===== src/rtl/ipr_pkg.sv =====
// Shared types and bus widths for the two-master memory arbiter.
package ipr_pkg;

  localparam int ADDR_W = 32;
  localparam int DATA_W = 32;
  localparam int BE_W   = 4;

  typedef enum logic {
    SRC_RD = 1'b0,
    SRC_WR = 1'b1
  } src_e;

  typedef enum logic [1:0] {
    IDLE    = 2'd0,
    LOCK_RD = 2'd1,
    LOCK_WR = 2'd2
  } arb_state_e;

  function automatic src_e other_src(input src_e s);
    return (s == SRC_RD) ? SRC_WR : SRC_RD;
  endfunction

endpackage


===== src/rtl/ipr_mem_arbiter_if.sv =====
// Request/response memory bus; a master issues requests, a slave grants and responds.
interface ipr_mem_arbiter_if;
  import ipr_pkg::*;

  logic              req;
  logic [ADDR_W-1:0] addr;
  logic [DATA_W-1:0] wdata;
  logic              we;
  logic [BE_W-1:0]   be;
  logic              gnt;
  logic              rvalid;
  logic [DATA_W-1:0] rdata;

  modport master (output req, addr, wdata, we, be, input gnt, rvalid, rdata);
  modport slave  (input req, addr, wdata, we, be, output gnt, rvalid, rdata);

endinterface


===== src/rtl/ipr_id_fifo.sv =====
// In-order FIFO of 1-bit source IDs, one entry per outstanding memory transaction.
module ipr_id_fifo #(
  parameter int DEPTH = 4
) (
  input  logic clk,
  input  logic rst_n,
  input  logic push,
  input  logic din,
  input  logic pop,
  output logic dout,
  output logic full,
  output logic empty
);

  localparam int PW = (DEPTH > 1) ? $clog2(DEPTH) : 1;
  localparam int CW = $clog2(DEPTH + 1);
  localparam logic [PW-1:0] LAST_PTR = PW'(DEPTH - 1);
  localparam logic [CW-1:0] FULL_CNT = CW'(DEPTH);

  logic [DEPTH-1:0] store;
  logic [PW-1:0]    wptr;
  logic [PW-1:0]    rptr;
  logic [CW-1:0]    cnt;
  logic             do_push;
  logic             do_pop;

  assign do_push = push && !full;
  assign do_pop  = pop && !empty;
  assign full    = (cnt == FULL_CNT);
  assign empty   = (cnt == '0);
  assign dout    = store[rptr];

  // Pointers wrap explicitly so non-power-of-two depths work.
  always_ff @(posedge clk or negedge rst_n) begin
    if (!rst_n) begin
      store <= '0;
      wptr  <= '0;
      rptr  <= '0;
      cnt   <= '0;
    end else begin
      if (do_push) begin
        store[wptr] <= din;
        wptr        <= (wptr == LAST_PTR) ? '0 : wptr + PW'(1);
      end
      if (do_pop) begin
        rptr <= (rptr == LAST_PTR) ? '0 : rptr + PW'(1);
      end
      case ({do_push, do_pop})
        2'b10:   cnt <= cnt + CW'(1);
        2'b01:   cnt <= cnt - CW'(1);
        default: cnt <= cnt;
      endcase
    end
  end

endmodule


===== src/rtl/ipr_mem_arbiter.sv =====
// Round-robin arbiter sharing one pipelined memory slave between a read and a write master.
module ipr_mem_arbiter
  import ipr_pkg::*;
#(
  parameter int MAX_OUT = 4
) (
  input  logic                 clk,
  input  logic                 rst_n,
  ipr_mem_arbiter_if.slave     rd,
  ipr_mem_arbiter_if.slave     wr,
  ipr_mem_arbiter_if.master    mem,
  output logic                 unexp_rvalid
);

  localparam int CW = $clog2(MAX_OUT + 1);
  localparam logic [CW-1:0] MAX_C = CW'(MAX_OUT);

  arb_state_e    state;
  arb_state_e    state_nxt;
  src_e          last_src;
  src_e          sel;
  src_e          head_src;
  logic [CW-1:0] count;
  logic          sel_req;
  logic          room;
  logic          req_int;
  logic          hs;
  logic          pop;
  logic          fifo_full;
  logic          fifo_empty;
  logic          head_bit;
  logic          unused_rd_wdata;

  assign unused_rd_wdata = ^rd.wdata;
  assign head_src        = src_e'(head_bit);

  always_ff @(posedge clk or negedge rst_n) begin
    if (!rst_n) begin
      state <= IDLE;
    end else begin
      state <= state_nxt;
    end
  end

  // A stalled request pins its source until the slave finally accepts it.
  always_comb begin
    state_nxt = state;
    unique case (state)
      IDLE: begin
        if (req_int && !mem.gnt) begin
          state_nxt = (sel == SRC_WR) ? LOCK_WR : LOCK_RD;
        end
      end
      LOCK_RD, LOCK_WR: begin
        if (hs) begin
          state_nxt = IDLE;
        end
      end
      default: state_nxt = IDLE;
    endcase
  end

  // Every output is forced low while reset is held, including the data paths.
  always_comb begin
    sel = SRC_RD;
    unique case (state)
      LOCK_RD: sel = SRC_RD;
      LOCK_WR: sel = SRC_WR;
      IDLE: begin
        if (rd.req && wr.req) begin
          sel = other_src(last_src);
        end else if (wr.req) begin
          sel = SRC_WR;
        end else begin
          sel = SRC_RD;
        end
      end
      default: sel = SRC_RD;
    endcase

    sel_req = (sel == SRC_WR) ? wr.req : rd.req;
    room    = (count < MAX_C) && !fifo_full;
    req_int = rst_n && sel_req && room;
    hs      = req_int && mem.gnt;
    pop     = rst_n && mem.rvalid && !fifo_empty;

    mem.req   = req_int;
    mem.addr  = '0;
    mem.we    = 1'b0;
    mem.be    = '0;
    mem.wdata = '0;
    if (rst_n) begin
      mem.addr  = (sel == SRC_WR) ? wr.addr : rd.addr;
      mem.we    = (sel == SRC_WR) ? wr.we : rd.we;
      mem.be    = (sel == SRC_WR) ? wr.be : rd.be;
      mem.wdata = (sel == SRC_WR) ? wr.wdata : '0;
    end

    rd.gnt       = hs && (sel == SRC_RD);
    wr.gnt       = hs && (sel == SRC_WR);
    rd.rvalid    = pop && (head_src == SRC_RD);
    wr.rvalid    = pop && (head_src == SRC_WR);
    rd.rdata     = rst_n ? mem.rdata : '0;
    wr.rdata     = rst_n ? mem.rdata : '0;
    unexp_rvalid = rst_n && mem.rvalid && fifo_empty;
  end

  always_ff @(posedge clk or negedge rst_n) begin
    if (!rst_n) begin
      last_src <= SRC_WR;
      count    <= '0;
    end else begin
      if (hs) begin
        last_src <= sel;
      end
      case ({hs, pop})
        2'b10:   count <= count + CW'(1);
        2'b01:   count <= count - CW'(1);
        default: count <= count;
      endcase
    end
  end

  ipr_id_fifo #(
    .DEPTH (MAX_OUT)
  ) u_id_fifo (
    .clk   (clk),
    .rst_n (rst_n),
    .push  (hs),
    .din   (sel),
    .pop   (pop),
    .dout  (head_bit),
    .full  (fifo_full),
    .empty (fifo_empty)
  );

endmodule


===== src/flat_wrapper.sv =====
// flat-port wrapper written by rule: the top's interface ports become plain ports
module ipr_mem_arbiter_flat import ipr_pkg::*;
#(
  parameter int MAX_OUT = 4
)
  (clk, rst_n, unexp_rvalid, rd_req, rd_addr, rd_wdata, rd_we, rd_be, rd_gnt, rd_rvalid, rd_rdata, wr_req, wr_addr, wr_wdata, wr_we, wr_be, wr_gnt, wr_rvalid, wr_rdata, mem_req, mem_addr, mem_wdata, mem_we, mem_be, mem_gnt, mem_rvalid, mem_rdata);
  ipr_mem_arbiter_if rd_i ();
  ipr_mem_arbiter_if wr_i ();
  ipr_mem_arbiter_if mem_i ();
  input  logic clk;
  input  logic rst_n;
  output logic unexp_rvalid;
  input wire logic [$bits(rd_i.req)-1:0] rd_req;
  input wire logic [$bits(rd_i.addr)-1:0] rd_addr;
  input wire logic [$bits(rd_i.wdata)-1:0] rd_wdata;
  input wire logic [$bits(rd_i.we)-1:0] rd_we;
  input wire logic [$bits(rd_i.be)-1:0] rd_be;
  output wire logic [$bits(rd_i.gnt)-1:0] rd_gnt;
  output wire logic [$bits(rd_i.rvalid)-1:0] rd_rvalid;
  output wire logic [$bits(rd_i.rdata)-1:0] rd_rdata;
  input wire logic [$bits(wr_i.req)-1:0] wr_req;
  input wire logic [$bits(wr_i.addr)-1:0] wr_addr;
  input wire logic [$bits(wr_i.wdata)-1:0] wr_wdata;
  input wire logic [$bits(wr_i.we)-1:0] wr_we;
  input wire logic [$bits(wr_i.be)-1:0] wr_be;
  output wire logic [$bits(wr_i.gnt)-1:0] wr_gnt;
  output wire logic [$bits(wr_i.rvalid)-1:0] wr_rvalid;
  output wire logic [$bits(wr_i.rdata)-1:0] wr_rdata;
  output wire logic [$bits(mem_i.req)-1:0] mem_req;
  output wire logic [$bits(mem_i.addr)-1:0] mem_addr;
  output wire logic [$bits(mem_i.wdata)-1:0] mem_wdata;
  output wire logic [$bits(mem_i.we)-1:0] mem_we;
  output wire logic [$bits(mem_i.be)-1:0] mem_be;
  input wire logic [$bits(mem_i.gnt)-1:0] mem_gnt;
  input wire logic [$bits(mem_i.rvalid)-1:0] mem_rvalid;
  input wire logic [$bits(mem_i.rdata)-1:0] mem_rdata;
  assign rd_i.req = rd_req;
  assign rd_i.addr = rd_addr;
  assign rd_i.wdata = rd_wdata;
  assign rd_i.we = rd_we;
  assign rd_i.be = rd_be;
  assign rd_gnt = rd_i.gnt;
  assign rd_rvalid = rd_i.rvalid;
  assign rd_rdata = rd_i.rdata;
  assign wr_i.req = wr_req;
  assign wr_i.addr = wr_addr;
  assign wr_i.wdata = wr_wdata;
  assign wr_i.we = wr_we;
  assign wr_i.be = wr_be;
  assign wr_gnt = wr_i.gnt;
  assign wr_rvalid = wr_i.rvalid;
  assign wr_rdata = wr_i.rdata;
  assign mem_req = mem_i.req;
  assign mem_addr = mem_i.addr;
  assign mem_wdata = mem_i.wdata;
  assign mem_we = mem_i.we;
  assign mem_be = mem_i.be;
  assign mem_i.gnt = mem_gnt;
  assign mem_i.rvalid = mem_rvalid;
  assign mem_i.rdata = mem_rdata;
  ipr_mem_arbiter #(.MAX_OUT(MAX_OUT)) u_core (.clk(clk), .rst_n(rst_n), .rd(rd_i), .wr(wr_i), .mem(mem_i), .unexp_rvalid(unexp_rvalid));
endmodule

===== config.mk =====
export PLATFORM = sky130hd
export DESIGN_NAME = ipr_mem_arbiter_flat
export DESIGN_NICKNAME = d
export VERILOG_FILES = /design/src/rtl/ipr_pkg.sv /design/src/rtl/ipr_mem_arbiter_if.sv /design/src/rtl/ipr_id_fifo.sv /design/src/rtl/ipr_mem_arbiter.sv /design/src/flat_wrapper.sv
export SDC_FILE = /design/constraint.sdc
export NUM_CORES = 1
export LEC_CHECK = 0
export BUFFER_PORTS_ARGS = -buffer_cell sky130_fd_sc_hd__buf_4
export CORE_AREA = 2 2 122 124
export CTS_BUF_LIST = sky130_fd_sc_hd__clkbuf_8
export CTS_CLUSTER_DIAMETER = 30
export DETAILED_ROUTE_END_ITERATION = 8
export DIE_AREA = 0 0 124 126
export HOLD_SLACK_MARGIN = 0.15
export PLACE_DENSITY = 0.52
export SETUP_SLACK_MARGIN = 0.05
export SLEW_MARGIN = 30
export SYNTH_ARGS = -nofsm -noshare
export SYNTH_HDL_FRONTEND = slang
export SYNTH_SLANG_ARGS = --single-unit

===== constraint.sdc =====
create_clock -name clk -period 3.8 [get_ports clk]
set_clock_uncertainty 0.1 [all_clocks]
set_input_delay 0.76 -clock clk [delete_from_list [all_inputs] [get_ports clk]]
set_output_delay 0.76 -clock clk [all_outputs]
set_load 0.005 [all_outputs]

==> results of run 1 <==
==> placed cells by master, fill, tap and decap left out, types with 3 or more instances in the layout <==
master	count
and3_1	32
a41oi_1	4
a21boi_0	37
mux2_2	3
dfrtp_1	16
clkbuf_8	3
xor2_1	4
buf_4	289
nor2_1	8
a31oi_1	4
and2_1	32
ha_1	9
inv_1	11
nand2_1	82
==> metal layers <==
layer	vias up	wire [µm]	track usage (%)
li1	1528	-	-
met1	1410	4980	17.3
met2	116	5420	22.1
met3	8	870	1.59
met4	0	97	1.98
met5	-	0	0
==> power by group through the flow <==
stage	clock network, W	registers (W)	logic, W
finish	0.000135	0.000354	0.00137
detailed placement	0	0.000356	0.00139
CTS	0.000143	0.000353	0.00140
global route	0.000148	0.000369	0.00152
global placement	0	0.000352	0.00137
floorplan	0	0.000336	0.000748
==> cells in the mapped netlist (2+ instances only) <==
| master | number |
|---|---|
| nand2_1 | 82 |
| a21boi_0 | 37 |
| and2_1 | 32 |
| and3_1 | 32 |
| buf_4 | 32 |
| clkbuf_1 | 21 |
| dfrtp_1 | 16 |
| inv_1 | 11 |
| ha_1 | 9 |
| nor2_1 | 8 |
| a31oi_1 | 5 |
| a41oi_1 | 4 |
| buf_2 | 4 |
| xor2_1 | 4 |
| mux2_2 | 3 |
| a211oi_1 | 2 |
| a21oi_1 | 2 |
| a311o_1 | 2 |
| and4_1 | 2 |
| fa_1 | 2 |
| mux2i_1 | 2 |
| nor2b_1 | 2 |
| nor3_1 | 2 |
| xnor2_1 | 2 |
==> worst max path at each step <==
| stage | startpoint | to | slack [ns] |
|---|---|---|---|
| after floorplan | rd_req | mem_addr[0] | 1.24 |
| after global placement | rd_req | mem_addr[19] | 0.62 |
| after detailed placement | rd_req | mem_addr[19] | 0.62 |
| after CTS | u_core.state[0] | mem_addr[19] | 0.57 |
| after global routing | u_core.state[0] | mem_addr[19] | 0.50 |
| final | u_core.state[0] | mem_addr[19] | 0.64 |
==> sequential cells by signal, indices dropped and copies added (netlist names) <==
| name | cells |
|---|---|
| u_core.count | 3 |
| u_core.last_src | 1 |
| u_core.state | 2 |
| u_core.u_id_fifo.cnt | 3 |
| u_core.u_id_fifo.rptr | 2 |
| u_core.u_id_fifo.store | 4 |
| u_core.u_id_fifo.wptr | 2 |
==> stage by stage <==
| stage | cell area (µm²) | util (%) | total power [W] |
|---|---|---|---|
| after floorplan | 2340 | - | 0.00108 |
| after global placement | 4430 | 31.0 | 0.00172 |
| after detailed placement | 4430 | 31.0 | 0.00175 |
| after CTS | 4480 | 31.3 | 0.00189 |
| after global routing | 4480 | 31.3 | 0.00203 |
| final | 4480 | 31.3 | 0.00186 |
==> area by class of cell <==
type	count	share of cell area, %
clock buffer	3	0.922
inverter	11	0.922
sequential	17	9.53
timing repair buffer	290	48.9
multi-input combinational	243	34.5
clock inverter	1	0.112
tap	184	5.14
==> cell families (layout without fill, tap and decap cells) <==
family | count (synthesis) | count (layout)
AND/OR/NAND/NOR | 164 | 164
buffers and inverters | 68 | 305
AO/OA/AOI/OAI | 56 | 56
flip-flops | 17 | 17
adder cells (fa/ha/maj) | 11 | 11
XOR/XNOR | 6 | 6
multiplexers | 6 | 6
==> worst reg2reg max path: cells and delay by family, from the launching register on <==
family / cells / cell delay (ns)
simple gates: 2 / 0.21
flops: 1 / 0.36
xor+xnor: 2 / 0.30
compound gates: 2 / 0.55
fa+ha+maj: 3 / 0.83
buf+inv: 3 / 0.33
==> impl_metrics.env, run 1 <==
export IMPL_drt_total_wl_um=11400
export IMPL_path_max_fanout=36
export IMPL_end_kind="output port"
export IMPL_crit_required_ns=2.94
export IMPL_port_buffers=282
export IMPL_max_slew_margin_rel_pct=56.5
export IMPL_synth_compound_area_share_pct=19.0
export IMPL_power_density_mw_per_mm2=415
export IMPL_async_flop_share_pct=100
export IMPL_yosys_warnings=0
export IMPL_synthFlopType="dfrtp_1"
export IMPL_synth_net_count=515
export IMPL_vdd_drop_max_mv=0.303
export IMPL_synth_top_family_by_area="simple AND/OR/NAND/NOR gates"
export IMPL_grt_overflow=0
export IMPL_yosys_cell_types_count=34
export IMPL_hp_class="primary input to async pin"
export IMPL_arrival_ns=2.30
export IMPL_p_leak_nw=2.48
export IMPL_cts_htree_levels=1
export IMPL_max_slew_worst_pin_slew_ns=0.642
export IMPL_fin_crit_ns=3.16
export IMPL_rrSetupSlack_ns=1.05
export IMPL_ys_ff_latch=17
export IMPL_cts_clk_slew_worst_paths_ns=0.07
export IMPL_regArea_um2=427
export IMPL_max_cap_violations=0
export IMPL_yosysTopAreaCellShare_pct=17.1
export IMPL_netlist_instances=328
export IMPL_muxShareOfSynthArea_pct=3.27
export IMPL_grt_max_degree=41
export IMPL_synth_top_cells_by_area="dfrtp_1, nand2_1, a21boi_0, buf_4, and2_1"
export IMPL_ant_nets=0
export IMPL_rsz0062_at_grt="no"
export IMPL_cts_resized=0
export IMPL_core_rowCount=44
export IMPL_track_usage_pct=12.8
export IMPL_post_place_cells=745
export IMPL_pwr_share_comb_pct=73.7
export IMPL_timing_rr_end="u_core.u_id_fifo.cnt[2]"
export IMPL_multi_input_area_mm2=0.00155
export IMPL_gp_congestion=0.869
export IMPL_swShare_pct=44.2
export IMPL_grt_antenna_before_repair=0
export IMPL_drc=0
export IMPL_fin_ws_ns=0.637
export IMPL_setup_viol=0
export IMPL_netlist_area_mm2=0.00234
export IMPL_crit_slowest_cell="a31o_2"
export IMPL_rr_worst_depth=12
export IMPL_drtIter0Drc=104
export IMPL_drive_gt1_share_pct=54.0
export IMPL_die_area_mm2=0.0156
export IMPL_start_util_pct=16.3
export IMPL_p_clk_share_pct=7.3
export IMPL_p_switching_w=0.000822
export IMPL_critical_path_buf_inv_count=3
export IMPL_root_buffer="clkbuf_8"
export IMPL_die_x_um=124
export IMPL_num_vias=3062
export IMPL_yosys_area_share_xor_xnor_pct=2.25
export IMPL_hold_buffers=0
export IMPL_fin_setup_tns_ns=0
export IMPL_viasPerCell=4.09
export IMPL_post_cts_buffers=0
export IMPL_post_route_period_util_pct=83.2
export IMPL_wl_per_cell_um=15.2
export IMPL_cts_buffers=3
export IMPL_fillers=1547
export IMPL_final_cells=749
export IMPL_dpl_hpwl_um=9580
export IMPL_area_growth_pct=91.6
export IMPL_timing_final_hold_violations=0
export IMPL_worst_skew_pair_late_latency_ns=0.25
export IMPL_cpPeakStageDelay_ns=0.44
export IMPL_antennaDiodeCount=0
export IMPL_intPower_w=0.00104
export IMPL_grt_pass1_wl_um=15900
export IMPL_path_class="flip-flop to output port"
export IMPL_dieHeight_um=126
export IMPL_synth_top_cell_by_area="dfrtp_1"
export IMPL_synthSimpleGateAreaFrac_pct=34.5
export IMPL_cp_num_cells=7
export IMPL_cts_sinks=17
export IMPL_whs_ns=0.250
export IMPL_max_clock_path_buffers=2
export IMPL_p_seq_share_pct=19.0
export IMPL_status="complete, no violations"
export IMPL_synth_edf_count=0
export IMPL_first_global_vias=2906
export IMPL_core_mm2=0.0143
export IMPL_start_kind="flip-flop"
export IMPL_yosysSeqAreaShare_pct=18.3
export IMPL_crit_family="compound AO/OA/AOI/OAI gates"
export IMPL_syn_avg_cell_area_um2=7.13
export IMPL_cts_tree="done"
export IMPL_crit_chain="inv_1 -> ha_1 -> a31o_2 -> buf_12 -> nand2_1 -> a21boi_0 -> buf_4"
export IMPL_slew_violations=0
export IMPL_io_pins=315
export IMPL_rr_startpoint="u_core.state[0]"
export IMPL_fin_nets=753
export IMPL_synth_fa_ha_area_share_pct=6.53
export IMPL_pre_cts_ws_ns=0.625
export IMPL_drt_first_pass_iters=4
export IMPL_max_clock_freq_mhz=316
No activity file was read; power rests on OpenSTA's default activity.
==> inputs of run 2 (changes only) <==
Settings changed: ABC_AREA set to 1.
Clock period 3.8 ns to 3.3 ns, I/O delays scaled along.
==> run 2 against run 1 <==
Synthesized cell count up 27%. Sequential share of layout area about the same. Global-route usage down 1.3 points. Power up 2.9%. Critical endpoint is now mem_addr[10].
==> impl_metrics.env, run 2 <==
export IMPL_cts_resized=0
export IMPL_cts_tree="done"
export IMPL_start_kind="flip-flop"
export IMPL_cts_buffers=3
export IMPL_fin_nets=846
export IMPL_timing_rr_end="u_core.count[2]"
export IMPL_regArea_um2=427
export IMPL_grt_overflow=0
export IMPL_synth_top_cell_by_area="nor2_1"
export IMPL_wl_met1_um=3920
export IMPL_dpl_hpwl_um=8390
export IMPL_hp_class="primary input to async pin"
export IMPL_fin_setup_tns_ns=0
export IMPL_yosysTopAreaCellShare_pct=18.5
export IMPL_antennaDiodeCount=0
export IMPL_largest_register="u_core.u_id_fifo.store"
export IMPL_max_clock_freq_mhz=372
export IMPL_multi_input_area_mm2=0.00125
export IMPL_first_global_vias=2816
export IMPL_rrSetupSlack_ns=0.96
export IMPL_port_buffers=282
export IMPL_synth_edf_count=0
export IMPL_hold_buffers=0
export IMPL_netlist_instances=416
export IMPL_synth_top_cells_by_area="nor2_1, dfrtp_1, inv_1, buf_4, nand2_1"
export IMPL_vdd_drop_max_mv=0.169
export IMPL_drt_first_pass_iters=4
export IMPL_cts_htree_levels=1
export IMPL_rr_startpoint="u_core.state[0]"
export IMPL_yosysMostFrequentCell="nor2_1"
export IMPL_fin_util_pct=31.2
export IMPL_final_common_cell="buf_4"
export IMPL_fin_ws_ns=0.610
export IMPL_path_class="flip-flop to output port"
export IMPL_wl_per_cell_um=12.0
export IMPL_fin_crit_ns=2.69
export IMPL_core_rowCount=44
export IMPL_reg_top3="u_core.u_id_fifo.store x4, u_core.count x3, u_core.u_id_fifo.cnt x3"
export IMPL_gp_congestion=0.745
export IMPL_die_x_um=124
export IMPL_drt_total_wl_um=10100
export IMPL_wl_met2_um=5110
export IMPL_synth_net_count=603
export IMPL_max_slew_margin_rel_pct=79.7
export IMPL_ys_ff_latch=17
export IMPL_dieHeight_um=126
export IMPL_worst_skew_pair_late_latency_ns=0.25
export IMPL_pre_cts_ws_ns=0.677
export IMPL_setup_viol=0
export IMPL_drc=0
export IMPL_dr_max_layer_used="met4"
export IMPL_max_clock_path_buffers=2
export IMPL_synth_top_cells_by_count="nor2_1, inv_1, nand2_1"
export IMPL_core_mm2=0.0143
export IMPL_rsz0062_at_grt="no"
export IMPL_largest_reg_flops=4
export IMPL_yosys_cell_types_count=25
export IMPL_arrival_ns=1.93
export IMPL_path_max_fanout=27
export IMPL_rr_worst_depth=11
export IMPL_status="complete, no violations"
export IMPL_slew_violations=0
export IMPL_synthFlopType="dfrtp_1"
export IMPL_p_leak_nw=2.79
export IMPL_num_vias=3161
export IMPL_drtIter0Drc=90
export IMPL_die_area_mm2=0.0156
export IMPL_timing_final_hold_violations=0
export IMPL_syn_avg_cell_area_um2=5.60
export IMPL_area_growth_pct=91.5
export IMPL_wl_met3_um=990
export IMPL_io_pins=315
export IMPL_fillers=1584
export IMPL_async_flop_share_pct=100
export IMPL_post_route_period_util_pct=81.5
export IMPL_cts_sinks=17
export IMPL_max_slew_worst_pin_slew_ns=0.304
export IMPL_yosysSeqAreaShare_pct=18.3
export IMPL_track_usage_pct=11.5
export IMPL_final_cell_mix="buf_4, nor2_1, inv_1, nand2_1, o21ai_0"
export IMPL_cts_clk_slew_worst_paths_ns=0.07
export IMPL_crit_required_ns=2.54
export IMPL_max_cap_violations=0
export IMPL_netlist_area_mm2=0.00233
export IMPL_grt_pass1_wl_um=14300
export IMPL_grt_max_degree=47
export IMPL_post_cts_buffers=0
export IMPL_grt_antenna_before_repair=0
export IMPL_ant_nets=0
export IMPL_end_kind="output port"
export IMPL_root_buffer="clkbuf_8"
export IMPL_start_util_pct=16.3
export IMPL_yosys_warnings=0
export IMPL_drive_gt1_share_pct=45.6
export IMPL_power_density_mw_per_mm2=428
export IMPL_viasPerCell=3.75
## run 2: worst max-delay path by stage
stage	startpoint	end	cells after the start
2_1_floorplan	rst_n	u_core.u_id_fifo.cnt[2]	12
3_3_place_gp	rd_req	mem_be[3]	10
3_5_place_dp	rd_req	mem_addr[8]	10
4_1_cts	u_core.state[0]	mem_be[3]	10
5_1_grt	u_core.state[0]	mem_addr[8]	10
6_report	u_core.state[0]	mem_addr[10]	10
## run 2: report_power, final
group,internal (W),switching (W)
logic,0.000653,0.000724
registers,0.000312,0.0000658
clock network,0.0000826,0.0000740
## run 2: layer usage
metal	GRT usage (%)	up-vias
li1	-	1668
met1	13.4	1332
met2	22.0	155
met3	2.36	6
met4	1.12	0
met5	0	-
## run 2: cell families (layout without fill, tap and decap cells)
family / after synthesis / count (layout) / share of synthesized area, %
XOR/XNOR: 4 / 4 / 1.50
AO/OA/AOI/OAI: 54 / 54 / 11.8
adder cells (fa/ha/maj): 11 / 11 / 6.55
buffers and inverters: 137 / 379 / 27.8
flip-flops: 17 / 17 / 18.3
AND/OR/NAND/NOR: 193 / 193 / 34.0
## run 2: per-stage QoR
| step | hold WS (ns) | instances | instance area (µm²) | power (W) |
|---|---|---|---|---|
| detailed placement | 0.365 | 838 | 4420 | 0.00179 |
| CTS | 0.186 | 842 | 4460 | 0.00196 |
| global route | 0.183 | 842 | 4460 | 0.00215 |
| floorplan | 0.264 | 416 | 2330 | 0.00113 |
| global placement | 0.361 | 838 | 4420 | 0.00179 |
| finish | 0.177 | 842 | 4460 | 0.00191 |
## run 2: worst max-delay path, stage by stage (launching register included)
cell	delay, ns
dfrtp_1	0.35
inv_1	0.06
ha_1	0.22
nand3_1	0.10
nand2_1	0.07
buf_4	0.18
clkinv_1	0.06
buf_4	0.28
nor2_1	0.07
nor2_1	0.13
buf_4	0.13
## run 2: final cells by class
class                           instances  share of cell area, %
Timing Repair Buffer                  289                   48.9
Clock inverter                          1                 0.0841
Clock buffer                            3                  0.925
Multi-Input combinational cell        262                   28.1
Inverter                               86                   7.24
Sequential cell                        17                   9.56
Tap cell                              184                   5.16
